<file path="src/rtl/apb_uart_tx_slave_if.sv">
// ---------------------------------------------------------------------------
// apb_uart_tx_slave_if
// APB3 bus bundle between the requester (master) and the UART TX completer.
//
// Signals
//    pselx    completer select
//    penable  access phase marker
//    pwrite   1 = write, 0 = read
//    paddr    byte address (register index lives in paddr[4:2])
//    pwdata   write data
//    prdata   read data, valid during a read access phase
//    pready   transfer complete (always in the first access cycle)
//    pslverr  transfer error
// ---------------------------------------------------------------------------
interface apb_uart_tx_slave_if #(
   parameter int ADDR_WIDTH = 12,
   parameter int DATA_WIDTH = 32
);

   logic                  pselx;
   logic                  penable;
   logic                  pwrite;
   logic [ADDR_WIDTH-1:0] paddr;
   logic [DATA_WIDTH-1:0] pwdata;
   logic [DATA_WIDTH-1:0] prdata;
   logic                  pready;
   logic                  pslverr;

   modport master (
      output pselx,
      output penable,
      output pwrite,
      output paddr,
      output pwdata,
      input  prdata,
      input  pready,
      input  pslverr
   );

   modport slave (
      input  pselx,
      input  penable,
      input  pwrite,
      input  paddr,
      input  pwdata,
      output prdata,
      output pready,
      output pslverr
   );

endinterface

</file>
<file path="src/rtl/apb_uart_tx_slave.sv">
// ---------------------------------------------------------------------------
// apb_uart_tx_slave
// APB3 completer with a 16550-style register map and a transmit-only UART.
// Bytes written to THR are queued in a TX FIFO and serialised onto tx_o.
// A level interrupt (event_o) reports "transmit holding register empty".
// There is no receive path; RBR and MSR read as zero.
//
// Ports
//    pclk     APB clock, all state changes on its rising edge
//    preset   asynchronous active-low reset
//    apb      APB3 completer bus (slave modport of apb_uart_tx_slave_if)
//    tx_o     UART serial output, idles high
//    event_o  THRE interrupt, level, registered (one cycle behind THRE)
//
// Register map (index = paddr[4:2], data in bits [7:0])
//    0  THR (W) / RBR (R, 0)      or DLL when LCR[7]=1
//    1  IER                       or DLM when LCR[7]=1
//    2  IIR (R) / FCR (W, bit 2 flushes the TX FIFO)
//    3  LCR   4  MCR   5  LSR (R)   6  MSR (R, 0)   7  SCR
// ---------------------------------------------------------------------------
module apb_uart_tx_slave #(
   parameter int ADDR_WIDTH = 12,
   parameter int DATA_WIDTH = 32,
   parameter int FIFO_DEPTH = 16
) (
   input  logic                 pclk,
   input  logic                 preset,
   apb_uart_tx_slave_if.slave   apb,
   output logic                 tx_o,
   output logic                 event_o
);

   localparam int PTR_W = $clog2(FIFO_DEPTH);

   typedef enum logic [2:0] {
      ST_IDLE,
      ST_START,
      ST_DATA,
      ST_PARITY,
      ST_STOP
   } tx_state_t;

   // ---------------------------------------------------------------------
   // Register file
   // ---------------------------------------------------------------------
   logic [7:0] ier;
   logic [7:0] lcr;
   logic [7:0] mcr;
   logic [7:0] scr;
   logic [7:0] dll;
   logic [7:0] dlm;

   // ---------------------------------------------------------------------
   // TX FIFO storage; pointers carry one extra wrap bit so full and empty
   // can be told apart without a separate counter.
   // ---------------------------------------------------------------------
   logic [7:0]     fifo_mem [FIFO_DEPTH];
   logic [PTR_W:0] wr_ptr;
   logic [PTR_W:0] rd_ptr;
   logic           fifo_empty;
   logic           fifo_full;
   logic [7:0]     fifo_rd_data;

   // ---------------------------------------------------------------------
   // Transmitter state
   // ---------------------------------------------------------------------
   tx_state_t   state;
   logic        tx_reg;
   logic [19:0] bit_timer;
   logic [7:0]  shift_reg;
   logic [2:0]  bit_cnt;
   logic        stop_cnt;
   logic [2:0]  f_last_bit;
   logic        f_stop2;
   logic        f_par_en;
   logic        f_par_bit;
   logic        event_q;

   // ---------------------------------------------------------------------
   // Bus decode
   // ---------------------------------------------------------------------
   logic       access;
   logic       addr_err;
   logic [2:0] reg_idx;
   logic       wr_ok;
   logic       dlab;
   logic [7:0] wdata8;
   logic       thr_wr;
   logic       push;
   logic       flush;
   logic [7:0] rdata8;
   logic       thre;
   logic       temt;
   logic [7:0] lsr;

   // ---------------------------------------------------------------------
   // Baud / frame helpers
   // ---------------------------------------------------------------------
   logic [15:0] divisor;
   logic        d_nz;
   logic [19:0] reload;
   logic        bit_done;
   logic        last_stop;
   logic        fsm_pop;
   logic [7:0]  data_mask;
   logic [7:0]  masked_data;
   logic [2:0]  new_last_bit;
   logic        new_par_bit;

   // Address bits that carry no register meaning (byte lanes, upper data).
   logic unused_bits;
   assign unused_bits = ^{apb.paddr[1:0], apb.pwdata[DATA_WIDTH-1:8]};

   assign access   = apb.pselx & apb.penable;
   assign addr_err = |apb.paddr[ADDR_WIDTH-1:5];
   assign reg_idx  = apb.paddr[4:2];
   assign wdata8   = apb.pwdata[7:0];
   assign dlab     = lcr[7];
   assign wr_ok    = access & apb.pwrite & ~addr_err;

   // A THR write that finds the FIFO full is dropped and flagged as an error.
   assign thr_wr = wr_ok & (reg_idx == 3'd0) & ~dlab;
   assign push   = thr_wr & ~fifo_full;
   assign flush  = wr_ok & (reg_idx == 3'd2) & apb.pwdata[2];

   assign fifo_empty   = (wr_ptr == rd_ptr);
   assign fifo_full    = (wr_ptr[PTR_W] != rd_ptr[PTR_W]) &&
                         (wr_ptr[PTR_W-1:0] == rd_ptr[PTR_W-1:0]);
   assign fifo_rd_data = fifo_mem[rd_ptr[PTR_W-1:0]];

   assign thre = fifo_empty;
   assign temt = fifo_empty & (state == ST_IDLE);
   assign lsr  = {1'b0, temt, thre, 5'b0};

   assign apb.pready  = access;
   assign apb.pslverr = access & (addr_err |
                        (apb.pwrite & (reg_idx == 3'd0) & ~dlab & fifo_full));
   assign apb.prdata  = (access & ~apb.pwrite & ~addr_err) ?
                        {{(DATA_WIDTH-8){1'b0}}, rdata8} : '0;

   // Break forces the line low without disturbing the frame sequencer.
   assign tx_o    = tx_reg & ~lcr[6];
   assign event_o = event_q;

   // The bit timer counts 16*D-1 down to 0, so each bit lasts 16*D cycles.
   assign divisor   = {dlm, dll};
   assign d_nz      = |divisor;
   assign reload    = {divisor, 4'b0000} - 20'd1;
   assign bit_done  = d_nz & (bit_timer == 20'd0);
   assign last_stop = ~f_stop2 | stop_cnt;

   // A new frame starts from IDLE, or straight out of the final stop bit so
   // consecutive frames have no idle gap between them.
   assign fsm_pop = ~fifo_empty & d_nz &
                    ((state == ST_IDLE) |
                     ((state == ST_STOP) & bit_done & last_stop));

   // Frame format is captured from LCR at the moment the byte is popped.
   assign new_last_bit = {1'b0, lcr[1:0]} + 3'd4;
   assign data_mask    = 8'hFF >> (2'd3 - lcr[1:0]);
   assign masked_data  = fifo_rd_data & data_mask;
   assign new_par_bit  = lcr[4] ? (^masked_data) : ~(^masked_data);

   // Read multiplexer; DLAB swaps the divisor latches into indices 0 and 1.
   always_comb begin
      rdata8 = 8'h00;
      case (reg_idx)
         3'd0:    rdata8 = dlab ? dll : 8'h00;
         3'd1:    rdata8 = dlab ? dlm : ier;
         3'd2:    rdata8 = (ier[1] & thre) ? 8'h02 : 8'h01;
         3'd3:    rdata8 = lcr;
         3'd4:    rdata8 = mcr;
         3'd5:    rdata8 = lsr;
         3'd6:    rdata8 = 8'h00;
         3'd7:    rdata8 = scr;
         default: rdata8 = 8'h00;
      endcase
   end

   // Register writes commit on the edge that closes the access phase.
   // LSR and MSR are read-only; writes to them are silently ignored.
   always_ff @(posedge pclk or negedge preset) begin
      if (!preset) begin
         ier <= 8'h00;
         lcr <= 8'h03;
         mcr <= 8'h00;
         scr <= 8'h00;
         dll <= 8'h00;
         dlm <= 8'h00;
      end else if (wr_ok) begin
         case (reg_idx)
            3'd0:    if (dlab) dll <= wdata8;
            3'd1:    if (dlab) dlm <= wdata8; else ier <= wdata8;
            3'd3:    lcr <= wdata8;
            3'd4:    mcr <= wdata8;
            3'd7:    scr <= wdata8;
            default: ;
         endcase
      end
   end

   // FIFO data array; contents need no reset because the pointers gate them.
   always_ff @(posedge pclk) begin
      if (push) begin
         fifo_mem[wr_ptr[PTR_W-1:0]] <= wdata8;
      end
   end

   // FIFO pointers. A flush beats a same-cycle pop; the transmitter has
   // already latched the popped byte, so the frame in flight is unaffected.
   always_ff @(posedge pclk or negedge preset) begin
      if (!preset) begin
         wr_ptr <= '0;
         rd_ptr <= '0;
      end else if (flush) begin
         wr_ptr <= '0;
         rd_ptr <= '0;
      end else begin
         if (push) begin
            wr_ptr <= wr_ptr + 1'b1;
         end
         if (fsm_pop) begin
            rd_ptr <= rd_ptr + 1'b1;
         end
      end
   end

   // Frame sequencer. A zero divisor freezes it completely (timer and line
   // hold), so a frame in flight simply stalls until D becomes non-zero.
   always_ff @(posedge pclk or negedge preset) begin
      if (!preset) begin
         state      <= ST_IDLE;
         tx_reg     <= 1'b1;
         bit_timer  <= 20'd0;
         shift_reg  <= 8'h00;
         bit_cnt    <= 3'd0;
         stop_cnt   <= 1'b0;
         f_last_bit <= 3'd7;
         f_stop2    <= 1'b0;
         f_par_en   <= 1'b0;
         f_par_bit  <= 1'b0;
      end else if (d_nz) begin
         case (state)
            ST_IDLE: ;
            ST_START: begin
               if (bit_done) begin
                  state     <= ST_DATA;
                  tx_reg    <= shift_reg[0];
                  shift_reg <= shift_reg >> 1;
                  bit_cnt   <= 3'd0;
                  bit_timer <= reload;
               end else begin
                  bit_timer <= bit_timer - 20'd1;
               end
            end
            ST_DATA: begin
               if (bit_done) begin
                  bit_timer <= reload;
                  if (bit_cnt == f_last_bit) begin
                     if (f_par_en) begin
                        state  <= ST_PARITY;
                        tx_reg <= f_par_bit;
                     end else begin
                        state    <= ST_STOP;
                        tx_reg   <= 1'b1;
                        stop_cnt <= 1'b0;
                     end
                  end else begin
                     bit_cnt   <= bit_cnt + 3'd1;
                     tx_reg    <= shift_reg[0];
                     shift_reg <= shift_reg >> 1;
                  end
               end else begin
                  bit_timer <= bit_timer - 20'd1;
               end
            end
            ST_PARITY: begin
               if (bit_done) begin
                  state     <= ST_STOP;
                  tx_reg    <= 1'b1;
                  stop_cnt  <= 1'b0;
                  bit_timer <= reload;
               end else begin
                  bit_timer <= bit_timer - 20'd1;
               end
            end
            ST_STOP: begin
               if (bit_done) begin
                  if (!last_stop) begin
                     stop_cnt  <= 1'b1;
                     bit_timer <= reload;
                  end else begin
                     state  <= ST_IDLE;
                     tx_reg <= 1'b1;
                  end
               end else begin
                  bit_timer <= bit_timer - 20'd1;
               end
            end
            default: begin
               state  <= ST_IDLE;
               tx_reg <= 1'b1;
            end
         endcase

         // Starting a frame overrides whatever the end of the stop bit chose.
         if (fsm_pop) begin
            state      <= ST_START;
            tx_reg     <= 1'b0;
            bit_timer  <= reload;
            shift_reg  <= fifo_rd_data;
            f_last_bit <= new_last_bit;
            f_stop2    <= lcr[2];
            f_par_en   <= lcr[3];
            f_par_bit  <= new_par_bit;
         end
      end
   end

   // Interrupt is the registered copy of IER[1] & THRE.
   always_ff @(posedge pclk or negedge preset) begin
      if (!preset) begin
         event_q <= 1'b0;
      end else begin
         event_q <= ier[1] & thre;
      end
   end

endmodule

</file>
<file path="src/flat_wrapper.sv">
// flat-port wrapper written by rule: the top's interface ports become plain ports
module apb_uart_tx_slave_flat 
#(
   parameter int ADDR_WIDTH = 12,
   parameter int DATA_WIDTH = 32,
   parameter int FIFO_DEPTH = 16
)
  (pclk, preset, tx_o, event_o, apb_pselx, apb_penable, apb_pwrite, apb_paddr, apb_pwdata, apb_prdata, apb_pready, apb_pslverr);
  apb_uart_tx_slave_if #(.ADDR_WIDTH(ADDR_WIDTH), .DATA_WIDTH(DATA_WIDTH)) apb_i ();
  input  logic pclk;
  input  logic preset;
  output logic tx_o;
  output logic event_o;
  input wire logic [$bits(apb_i.pselx)-1:0] apb_pselx;
  input wire logic [$bits(apb_i.penable)-1:0] apb_penable;
  input wire logic [$bits(apb_i.pwrite)-1:0] apb_pwrite;
  input wire logic [$bits(apb_i.paddr)-1:0] apb_paddr;
  input wire logic [$bits(apb_i.pwdata)-1:0] apb_pwdata;
  output wire logic [$bits(apb_i.prdata)-1:0] apb_prdata;
  output wire logic [$bits(apb_i.pready)-1:0] apb_pready;
  output wire logic [$bits(apb_i.pslverr)-1:0] apb_pslverr;
  assign apb_i.pselx = apb_pselx;
  assign apb_i.penable = apb_penable;
  assign apb_i.pwrite = apb_pwrite;
  assign apb_i.paddr = apb_paddr;
  assign apb_i.pwdata = apb_pwdata;
  assign apb_prdata = apb_i.prdata;
  assign apb_pready = apb_i.pready;
  assign apb_pslverr = apb_i.pslverr;
  apb_uart_tx_slave #(.ADDR_WIDTH(ADDR_WIDTH), .DATA_WIDTH(DATA_WIDTH), .FIFO_DEPTH(FIFO_DEPTH)) u_core (.pclk(pclk), .preset(preset), .apb(apb_i), .tx_o(tx_o), .event_o(event_o));
endmodule
</file>
<file path="config.mk">
export PLATFORM = sky130hd
export DESIGN_NAME = apb_uart_tx_slave_flat
export DESIGN_NICKNAME = d
export VERILOG_FILES = /design/src/rtl/apb_uart_tx_slave_if.sv /design/src/rtl/apb_uart_tx_slave.sv /design/src/flat_wrapper.sv
export SDC_FILE = /design/constraint.sdc
export NUM_CORES = 1
export LEC_CHECK = 0
export ABC_CLOCK_PERIOD_IN_PS = 3200
export CAP_MARGIN = 20
export CORE_ASPECT_RATIO = 0.75
export CORE_MARGIN = 3
export CORE_UTILIZATION = 55
export CTS_CLUSTER_SIZE = 16
export DETAILED_ROUTE_END_ITERATION = 8
export HOLD_SLACK_MARGIN = 0.12
export PLACE_DENSITY_LB_ADDON = 0.08
export REMOVE_ABC_BUFFERS = 1
export SYNTH_ARGS = -nofsm -noshare
export SYNTH_HDL_FRONTEND = slang
export SYNTH_SLANG_ARGS = --single-unit
</file>
<file path="constraint.sdc">
create_clock -name pclk -period 3.2 [get_ports pclk]
set_clock_uncertainty 0.15 [all_clocks]
set_input_delay 0.8 -clock pclk [delete_from_list [all_inputs] [get_ports pclk]]
set_output_delay 0.8 -clock pclk [all_outputs]
set_load 0.02 [all_outputs]
</file>
## Word level (Yosys, flattened, before mapping)

Memory sizes are Yosys's and may differ from the RTL's.
Cells that the tools add are included.
W data, S select, Z words.

| storage, ports and cells | value |
|---|---|
| register bits | 101 |
| latch bits | 0 |
| bits in writable memories | 128 |
| bits in read-only memories | 0 |
| input bits | 49 |
| memories | 1 |

Memories:

| name | words | width | rd ports | clocked after memory_dff | wr ports | RTL line | RTL |
|---|---|---|---|---|---|---|---|
| u_core.fifo_mem | 16 | 8 | 1 | 0 | 1 | apb_uart_tx_slave.sv:57 | `logic [7:0] fifo_mem [FIFO_DEPTH];` |

| cells by class | value |
|---|---|
| add/subtract/negate cells | 7 |
| $mul | 0 |
| div/mod/pow operators | 0 |
| $lt $le $gt $ge | 0 |
| equal/unequal tests | 32 |
| shift operators | 1 |
| muxes and demuxes | 51 |
| bitwise gates (word level) | 34 |
| reductions and logical operators | 27 |

Operators by type and width:

| cell | number |
|---|---|
| $mux W20 | 4 |
| $pmux W8 S8 | 1 |
| $mux W8 | 7 |
| $pmux W20 S2 | 1 |
| $sub A20 B1 Y20 const B | 2 |
| $mux W3 | 11 |
| $and A1 B1 Y1 | 22 |
| $logic_not A20 Y1 | 1 |
| $mux W5 | 4 |
| $ne A3 B1 Y1 const B | 6 |
| $mux W1 | 17 |
| $pmux W8 S2 | 1 |
| $reduce_and A8 Y1 | 2 |
| $reduce_or A16 Y1 | 1 |
| $eq A3 B3 Y1 const B | 5 |
| $pmux W3 S5 | 1 |
| $eq A3 B2 Y1 const B | 4 |
| $ne A2 B1 Y1 const B | 6 |
| $reduce_and A3 Y1 | 4 |
| $add A5 B1 Y5 const B | 2 |
| $reduce_and A5 Y1 | 2 |
| $reduce_bool A3 Y1 | 3 |
| $and A8 B8 Y8 | 1 |
| $not A1 Y1 | 8 |
| 25 further kinds | 36 |

## Longest topological paths before layout

Gate-level depths: netlist of the first run.

| depth | value |
|---|---|
| word-level depth | 8 |
| mapped depth | 11 |
| gate-level depth less buffers | 9 |

## Worst setup path after synthesis of the first run

Ideal clock, no wire load.

| timing path | value |
|---|---|
| path kind | input -> output |
| from | input apb_paddr[7] |
| to | output apb_prdata[1] |
| arrival time | 2.884 ns |
| path slack | -0.634 ns |
| cell stages on the path | 5 |
| buffers on the path | 1 |
| cell sequence | nor4_1 nand4_1 or2_2 clkbuf_1 a2111oi_0 |

| between the ends | value |
|---|---|
| longest elaborated chain between the ends | 4 |

Ends and longest elaborated chain:

| item | RTL line | RTL |
|---|---|---|
| start: declaration | flat_wrapper.sv:17 | `input wire logic [$bits(apb_i.paddr)-1:0] apb_paddr;` |
| $reduce_or A7 Y1 | apb_uart_tx_slave.sv:115 | `assign addr_err = \|apb.paddr[ADDR_WIDTH-1:5];` |
| $not A1 Y1 | apb_uart_tx_slave.sv:138 | `assign apb.prdata = (access & ~apb.pwrite & ~addr_err) ?` |
| $and A1 B1 Y1 | apb_uart_tx_slave.sv:138 |  |
| $mux W8 | apb_uart_tx_slave.sv:138 |  |
| end: declaration | flat_wrapper.sv:19 | `output wire logic [$bits(apb_i.prdata)-1:0] apb_prdata;` |

No other way between the ends.

## Worst setup path after layout of the first run

| timing path | value |
|---|---|
| from | register u_core.rd_ptr[0] |
| to | output apb_prdata[1] |

| between the ends | value |
|---|---|
| longest elaborated chain between the ends | 5 |

Ends and longest elaborated chain:

| item | RTL line | RTL |
|---|---|---|
| start: declaration | apb_uart_tx_slave.sv:59 | `logic [PTR_W:0] rd_ptr;` |
| start signal: assignment | apb_uart_tx_slave.sv:223 | `rd_ptr <= rd_ptr + 1'b1;` |
| $eq A5 B5 Y1 | apb_uart_tx_slave.sv:126 | `assign fifo_empty = (wr_ptr == rd_ptr);` |
| $and A1 B1 Y1 | apb_uart_tx_slave.sv:170 | `3'd2: rdata8 = (ier[1] & thre) ? 8'h02 : 8'h01;` |
| $mux W2 | apb_uart_tx_slave.sv:170 |  |
| $pmux W8 S8 | apb_uart_tx_slave.sv:167 | `case (reg_idx)` |
| $mux W8 | apb_uart_tx_slave.sv:138 |  |

No other way between the ends.

==> metrics, run 1 <==
Die Ht 128 um; hold bufs inserted after CTS 0; std cell rows 44; Slew Viols, Final 0; area leader, netlist edfxtp_1; Slew @ Worst Pin 0.881 ns; combined global-route utilization of all metal layers 24.8%; crit start category flop; drc violations 0; number of max-capacitance violations reported 0; primary flip-flop cell chosen by synthesis mapping edfxtp_1; wire length of the first global-routing pass about 42000 um; final antenna diode count 0; P per Cell Area 455 nW/um^2; number of levels in the clock H-tree 1; average wire per standard cell 21.6 um; Max Clock Freq 290 MHz; nature of the critical path endpoint output pin; root buffer cell clkbuf_16; Netlist cell types ~70; maximum vdd ir drop 0.000587 V; placer congestion estimate 0.915; area of the core 19500 um^2; vias in the first global route 7447; number of buffer cells added on primary ports 34; worst slack on hold paths around 0.23 ns; number of register bits inferred by synthesis 228; layout filler cell count 1382; max FFs per register 128; worst skew pair latency 0.50 ns; fraction of synthesis flops using an asynchronous set or reset pin 43.9%; antenna violations before repair 1; number of hold violations in the final report 0; half-perimeter wire length after detailed placement 18400 um; worst reg-to-reg setup slack 0.06 ns; violations in the final reports negative setup slack; number of nets with antenna violations after detailed routing 0; path type of the worst min-delay path primary input to async pin; Setup WS post-layout -0.242 ns; final setup violation count 4; leakage power total 5.29 nW; grt total ovfl 0; share of cells above drive strength 1 31.3%; Area contributors post-synth edfxtp_1 (35%), dfrtp_1 (22%), mux4_2 (6.8%), mux2_2 (5.6%), a21oi_1 (2.1%); clock-pin slew on the worst setup and hold paths roughly 0.060 ns; maximum fanout along the worst path 2; Worst Path Required 2.25 ns; number of DRC markers in iteration 0 ~760; Routed WL 26600 um; Horiz. Die Dim 169 um; Vias/cell 6.09; Yosys Warn Count 0; Sinks on Clock Net roughly 230; TritonRoute pass-1 iters 5; sequential share of the synthesized area 57.9%; number of standard cells after synthesis 836; arrival time at the worst endpoint 2.49 ns; Post-Synthesis Mean Instance Area 13.1 um^2; RSZ-0062 raised after global routing true; pin count of the biggest net entering global routing 57; buffer levels on the longest clock path 3; starting utilization of the core area 56.3%; outcome finished with violations; Period Utilization, post-route 108%; worst slew margin relative to its limit around two fifths; number of I/O pins between 80 and 90; time the worst path needs with I/O delays and setup 3.44 ns; CTS tree yes; total clock buffers created by CTS 23; share of the synthesized area in the top cell type approximately a third; die outline area 21700 um^2; Final #Nets just over 1000; number of synthesized flops with an enable pin 128; area growth from synthesis to final layout 20.5%; utilization after layout between 60% and 70%; post-synthesis instance area 11000 um^2; via count roughly 7500; Crit Path Class flop to output pin
-- cells in the final DEF, fill, tap and decap left out, types with 5 or more instances in the layout --
| cell | synthesis | routed |
|---|---|---|
| edfxtp_1 | 128 | 128 |
| buf_4 | 27 | 102 |
| dfrtp_1 | 95 | 94 |
| mux2_2 | 55 | 55 |
| nor2_1 | 56 | 54 |
| nand2_1 | 50 | 49 |
| a21oi_1 | 45 | 43 |
| mux4_2 | 33 | 33 |
| o21ai_0 | 30 | 28 |
| conb_1 | 1 | 24 |
| clkbuf_16 | 0 | 23 |
| xor2_1 | 20 | 19 |
| xnor2_1 | 16 | 16 |
| nor3_1 | 22 | 16 |
| mux2i_1 | 16 | 16 |
| inv_1 | 16 | 15 |
| a22oi_1 | 15 | 15 |
| nand3_1 | 15 | 14 |
| clkdlybuf4s50_1 | 0 | 12 |
| and2_1 | 13 | 11 |
| nor4_1 | 13 | 11 |
| ha_1 | 10 | 10 |
| buf_6 | 9 | 10 |
| buf_12 | 0 | 10 |
| nand4_1 | 9 | 9 |
| clkinv_1 | 1 | 8 |
| a22o_1 | 8 | 8 |
| nor2b_1 | 7 | 7 |
| a31oi_1 | 7 | 7 |
| nor3_2 | 1 | 5 |
| o21ai_1 | 3 | 5 |
| o21a_1 | 5 | 5 |
| dfstp_2 | 5 | 5 |
-- metrics by stage --
step / instances / total power [mW] / setup WS [ns] / setup TNS (ns) / cell area, um^2
6_report: 1232 / 6.01 / -0.242 / -0.414 / 13200
5_1_grt: 1232 / 6.20 / -0.312 / -0.954 / 13200
4_1_cts: 1226 / 6.06 / -0.236 / -0.345 / 13000
3_5_place_dp: 1177 / 3.42 / -0.988 / -58.47 / 12100
3_3_place_gp: 1177 / 3.41 / -1.01 / -55.74 / 12100
2_1_floorplan: 794 / 3.26 / -1.48 / -46.60 / 10600
-- critical path, stage by stage (launching register included) --
cell and delay, ns:
dfrtp_2 0.43, xor2_2 0.20, nor4_4 0.35, and3_4 0.26, nand2_4 0.06, a32oi_4 0.24, nor2_4 0.06, a2111oi_4 0.20
buf_4 0.20
-- worst paths after layout --
kind,startpoint,cells after the start,end
setup / recovery,u_core.rd_ptr[0]$_DFFE_PN0P_,8,apb_prdata[1]
hold / removal,preset,1,u_core.f_stop2$_DFFE_PN0P_
setup reg to reg,u_core.rd_ptr[0]$_DFFE_PN0P_,8,u_core.f_par_bit$_DFFE_PN0P_
hold reg to reg,u_core.tx_reg$_DFFE_PN1P_,2,u_core.tx_reg$_DFFE_PN1P_
max in group asynchronous,preset,2,u_core.tx_reg$_DFFE_PN1P_
min in group pclk,u_core.tx_reg$_DFFE_PN1P_,2,u_core.tx_reg$_DFFE_PN1P_
-- routing by layer --
| layer | vias to the layer above | track usage, % | routed length, um |
|---|---|---|---|
| met3 | 44 | 4.12 | 1850 |
| met2 | 312 | 37.4 | 11700 |
| li1 | 3371 | - | - |
| met1 | 3782 | 38.7 | 12500 |
| met4 | 0 | 5.19 | 544 |
| met5 | - | 0 | 0 |
-- cell type report --
cell class	count	area, um^2	area share [%]
Clock buffer	24	579	4.38
Clock inverter	16	155	1.17
Inverter	17	63.8	0.483
Multi-Input combinational cell	549	4460	33.7
Sequential cell	228	6350	48.1
Tap cell	253	317	2.39
Timing Repair Buffer	145	1300	9.80
-- power by group --
| group | internal [mW] | total (mW) | switching (mW) | leakage (nW) |
|---|---|---|---|---|
| Clock | 1.55 | 2.64 | 1.09 | 0.354 |
| Combinational | 0.0884 | 0.263 | 0.174 | 2.44 |
| Sequential | 3.11 | 3.12 | 0.00348 | 2.50 |
-- cells by family (layout without fill, tap and decap cells) --
group | Yosys count | after routing | synth area share [%]
adder cells (fa/ha/maj) | 10 | 10 | 1.14
flip-flops | 228 | 228 | 57.9
AO/OA/AOI/OAI | 149 | 149 | 8.93
XOR/XNOR | 37 | 37 | 3.08
multiplexers | 104 | 104 | 13.9
buffers and inverters | 82 | 202 | 4.42
other | 1 | 24 | 0.0342
AND/OR/NAND/NOR | 225 | 225 | 10.6
-- Yosys cell counts, types with 16 or more instances --
cell	instances
edfxtp_1	128
dfrtp_1	95
nor2_1	56
mux2_2	55
nand2_1	50
a21oi_1	45
mux4_2	33
o21ai_0	30
buf_4	27
nor3_1	22
clkbuf_1	20
xor2_1	20
inv_1	16
mux2i_1	16
xnor2_1	16
-- what timing repair did --
action,CTS,global route
pin swaps,11,15
setup endpoints to repair,10,70
setup buffers,9,7
resized for setup,104,31
Power figures use the tool's default switching activity.
==> run 2: changes to the inputs <==
Settings changed: SLEW_MARGIN from default to 40.
==> run 2 against run 1 <==
The run still ends with negative setup slack left. First-iteration DRC count fell by 0.66%. Setup slack gained 0.0038 ns. Final cell count did not move. Clock power about the same. Non-clock buffer count is the same. Global-route usage stayed put. Die area stayed put.
==> metrics, run 2 (synthesis gave the netlist of run 1 again) <==
sequential power share 51.8%; std cell rows 44; Setup WS post-layout -0.239 ns; total power 6.01 mW; most used cells in the layout excluding fill and tap cells edfxtp_1 (128), buf_4 (102), dfrtp_1 (94); number of DRC markers in iteration 0 753; Inst Count DP ~1200; switching part of the total power 21.0%; Placed Area 12100 um^2; layout filler cell count between 1000 and 1500; TritonRoute pass-1 iters 5; number of buffer cells added on primary ports 34; wire length of the first global-routing pass 42000 um; worst slew margin relative to its limit 43.6%; leakage power total about 5.3 nW; Die Ht 128 um; combinational share of power 4.4%; most frequent standard cell in the layout excluding fill and tap cells edfxtp_1; total clock buffers created by CTS 23; Vias/cell 6.08; share of cells above drive strength 1 31.4%; maximum fanout along the worst path 2; root buffer cell clkbuf_16; maximum vdd ir drop 0.000587 V; time the worst path needs with I/O delays and setup 3.44 ns; Period Utilization, post-route 107%; number of max-capacitance violations reported 0; cell internal pwr 4.75 mW; vias in the first global route 7447; Clock power frac 43.8%; crit start category flop; violations in the final reports negative setup slack; drc violations 0; final std cells w/o fill 1232; die outline area 21700 um^2; Slew Viols, Final 0; arrival time at the worst endpoint about 2.5 ns; worst slack on hold paths 0.219 ns; post-place setup slack -0.988 ns; switching pwr roughly 1.3 mW; number of levels in the clock H-tree 1; worst skew pair latency 0.50 ns; half-perimeter wire length after detailed placement 18400 um; path type of the worst min-delay path primary input to async pin; max FFs per register 128; number of I/O pins 85; nature of the critical path endpoint output pin; area growth from synthesis to final layout 20.4%; average wire per standard cell 21.5 um; grt total ovfl 0; CTS tree yes; outcome finished with violations; final setup violation count 4; RSZ-0062 raised after global routing true; Slew @ Worst Pin 0.843 ns; Horiz. Die Dim 169 um; clock-pin slew on the worst setup and hold paths around 0.06 ns; Sinks on Clock Net 228; P per Cell Area 455 nW/um^2; Worst Path Required 2.25 ns; pin count of the biggest net entering global routing 57; number of hold violations in the final report 0; area of the core slightly below 20000 um^2; hold bufs inserted after CTS 0; final antenna diode count 0; number of nets with antenna violations after detailed routing 0; combined global-route utilization of all metal layers roughly a quarter; antenna violations before repair 1; Final #Nets roughly 1000; final standard cell area without fillers 13200 um^2; Max Clock Freq 291 MHz; via count 7487; Crit Path Class flop to output pin; starting utilization of the core area 56.3%; Routed WL 26500 um; placer congestion estimate 0.915; buffer levels on the longest clock path 3
run 2: cell type report:
class	instances	area, um^2	area share, %
clock buffer	24	579	4.38
tap	253	317	2.40
multi-input combinational	549	4460	33.7
timing repair buffer	145	1290	9.77
clock inverter	16	155	1.17
inverter	17	63.8	0.483
sequential	228	6350	48.1
run 2: power by group through the flow:
stage          sequential [mW]  combinational [mW]  clock (mW)
6_report                  3.12               0.261        2.63
5_1_grt                   3.11               0.283        2.80
4_1_cts                   3.11               0.252        2.70
3_5_place_dp              3.17               0.243           0
3_3_place_gp              3.17               0.238           0
2_1_floorplan             3.18              0.0843           0
run 2: worst max-delay path: stages, from the launching register on:
cell and delay, ns:
dfrtp_2 0.43, xor2_2 0.20, nor4_4 0.34, and3_4 0.26
nand2_4 0.06, a32oi_4 0.24, nor2_4 0.06, a2111oi_4 0.20
buf_4 0.20
run 2: routing by layer:
metal	vias up	track usage (%)	part of all wire, %
li1	3366	-	-
met1	3781	38.7	47
met2	296	37.4	44
met3	44	4.12	6.7
met4	0	5.19	2.0
met5	-	0	0
run 2: repair_timing:
action,CTS,global route
endpoints found under the setup margin,10,70
buffers inserted,9,7
gates resized for setup,104,31
pin swaps,11,15
run 2: per-stage QoR:
stage	setup TNS (ns)	util [%]
after global placement	-55.74	62.3
final	-0.404	67.8
after global routing	-0.954	67.8
after detailed placement	-58.47	62.3
after floorplan	-46.60	-
after CTS	-0.345	66.9
run 2: final timing paths:
path | start | end | slack (ns) | depth (start not counted)
worst max register to register | u_core.rd_ptr[0]$_DFFE_PN0P_ | u_core.f_par_bit$_DFFE_PN0P_ | 0.10 | 8
worst max-delay path | u_core.rd_ptr[0]$_DFFE_PN0P_ | apb_prdata[1] | -0.24 | 8
worst min register to register | u_core.tx_reg$_DFFE_PN1P_ | u_core.tx_reg$_DFFE_PN1P_ | 0.33 | 2
min in group pclk | u_core.tx_reg$_DFFE_PN1P_ | u_core.tx_reg$_DFFE_PN1P_ | 0.33 | 2
max in group asynchronous | preset | u_core.mcr[0]$_DFFE_PN0P_ | 2.01 | 2
worst min-delay path | preset | u_core.f_stop2$_DFFE_PN0P_ | 0.22 | 1
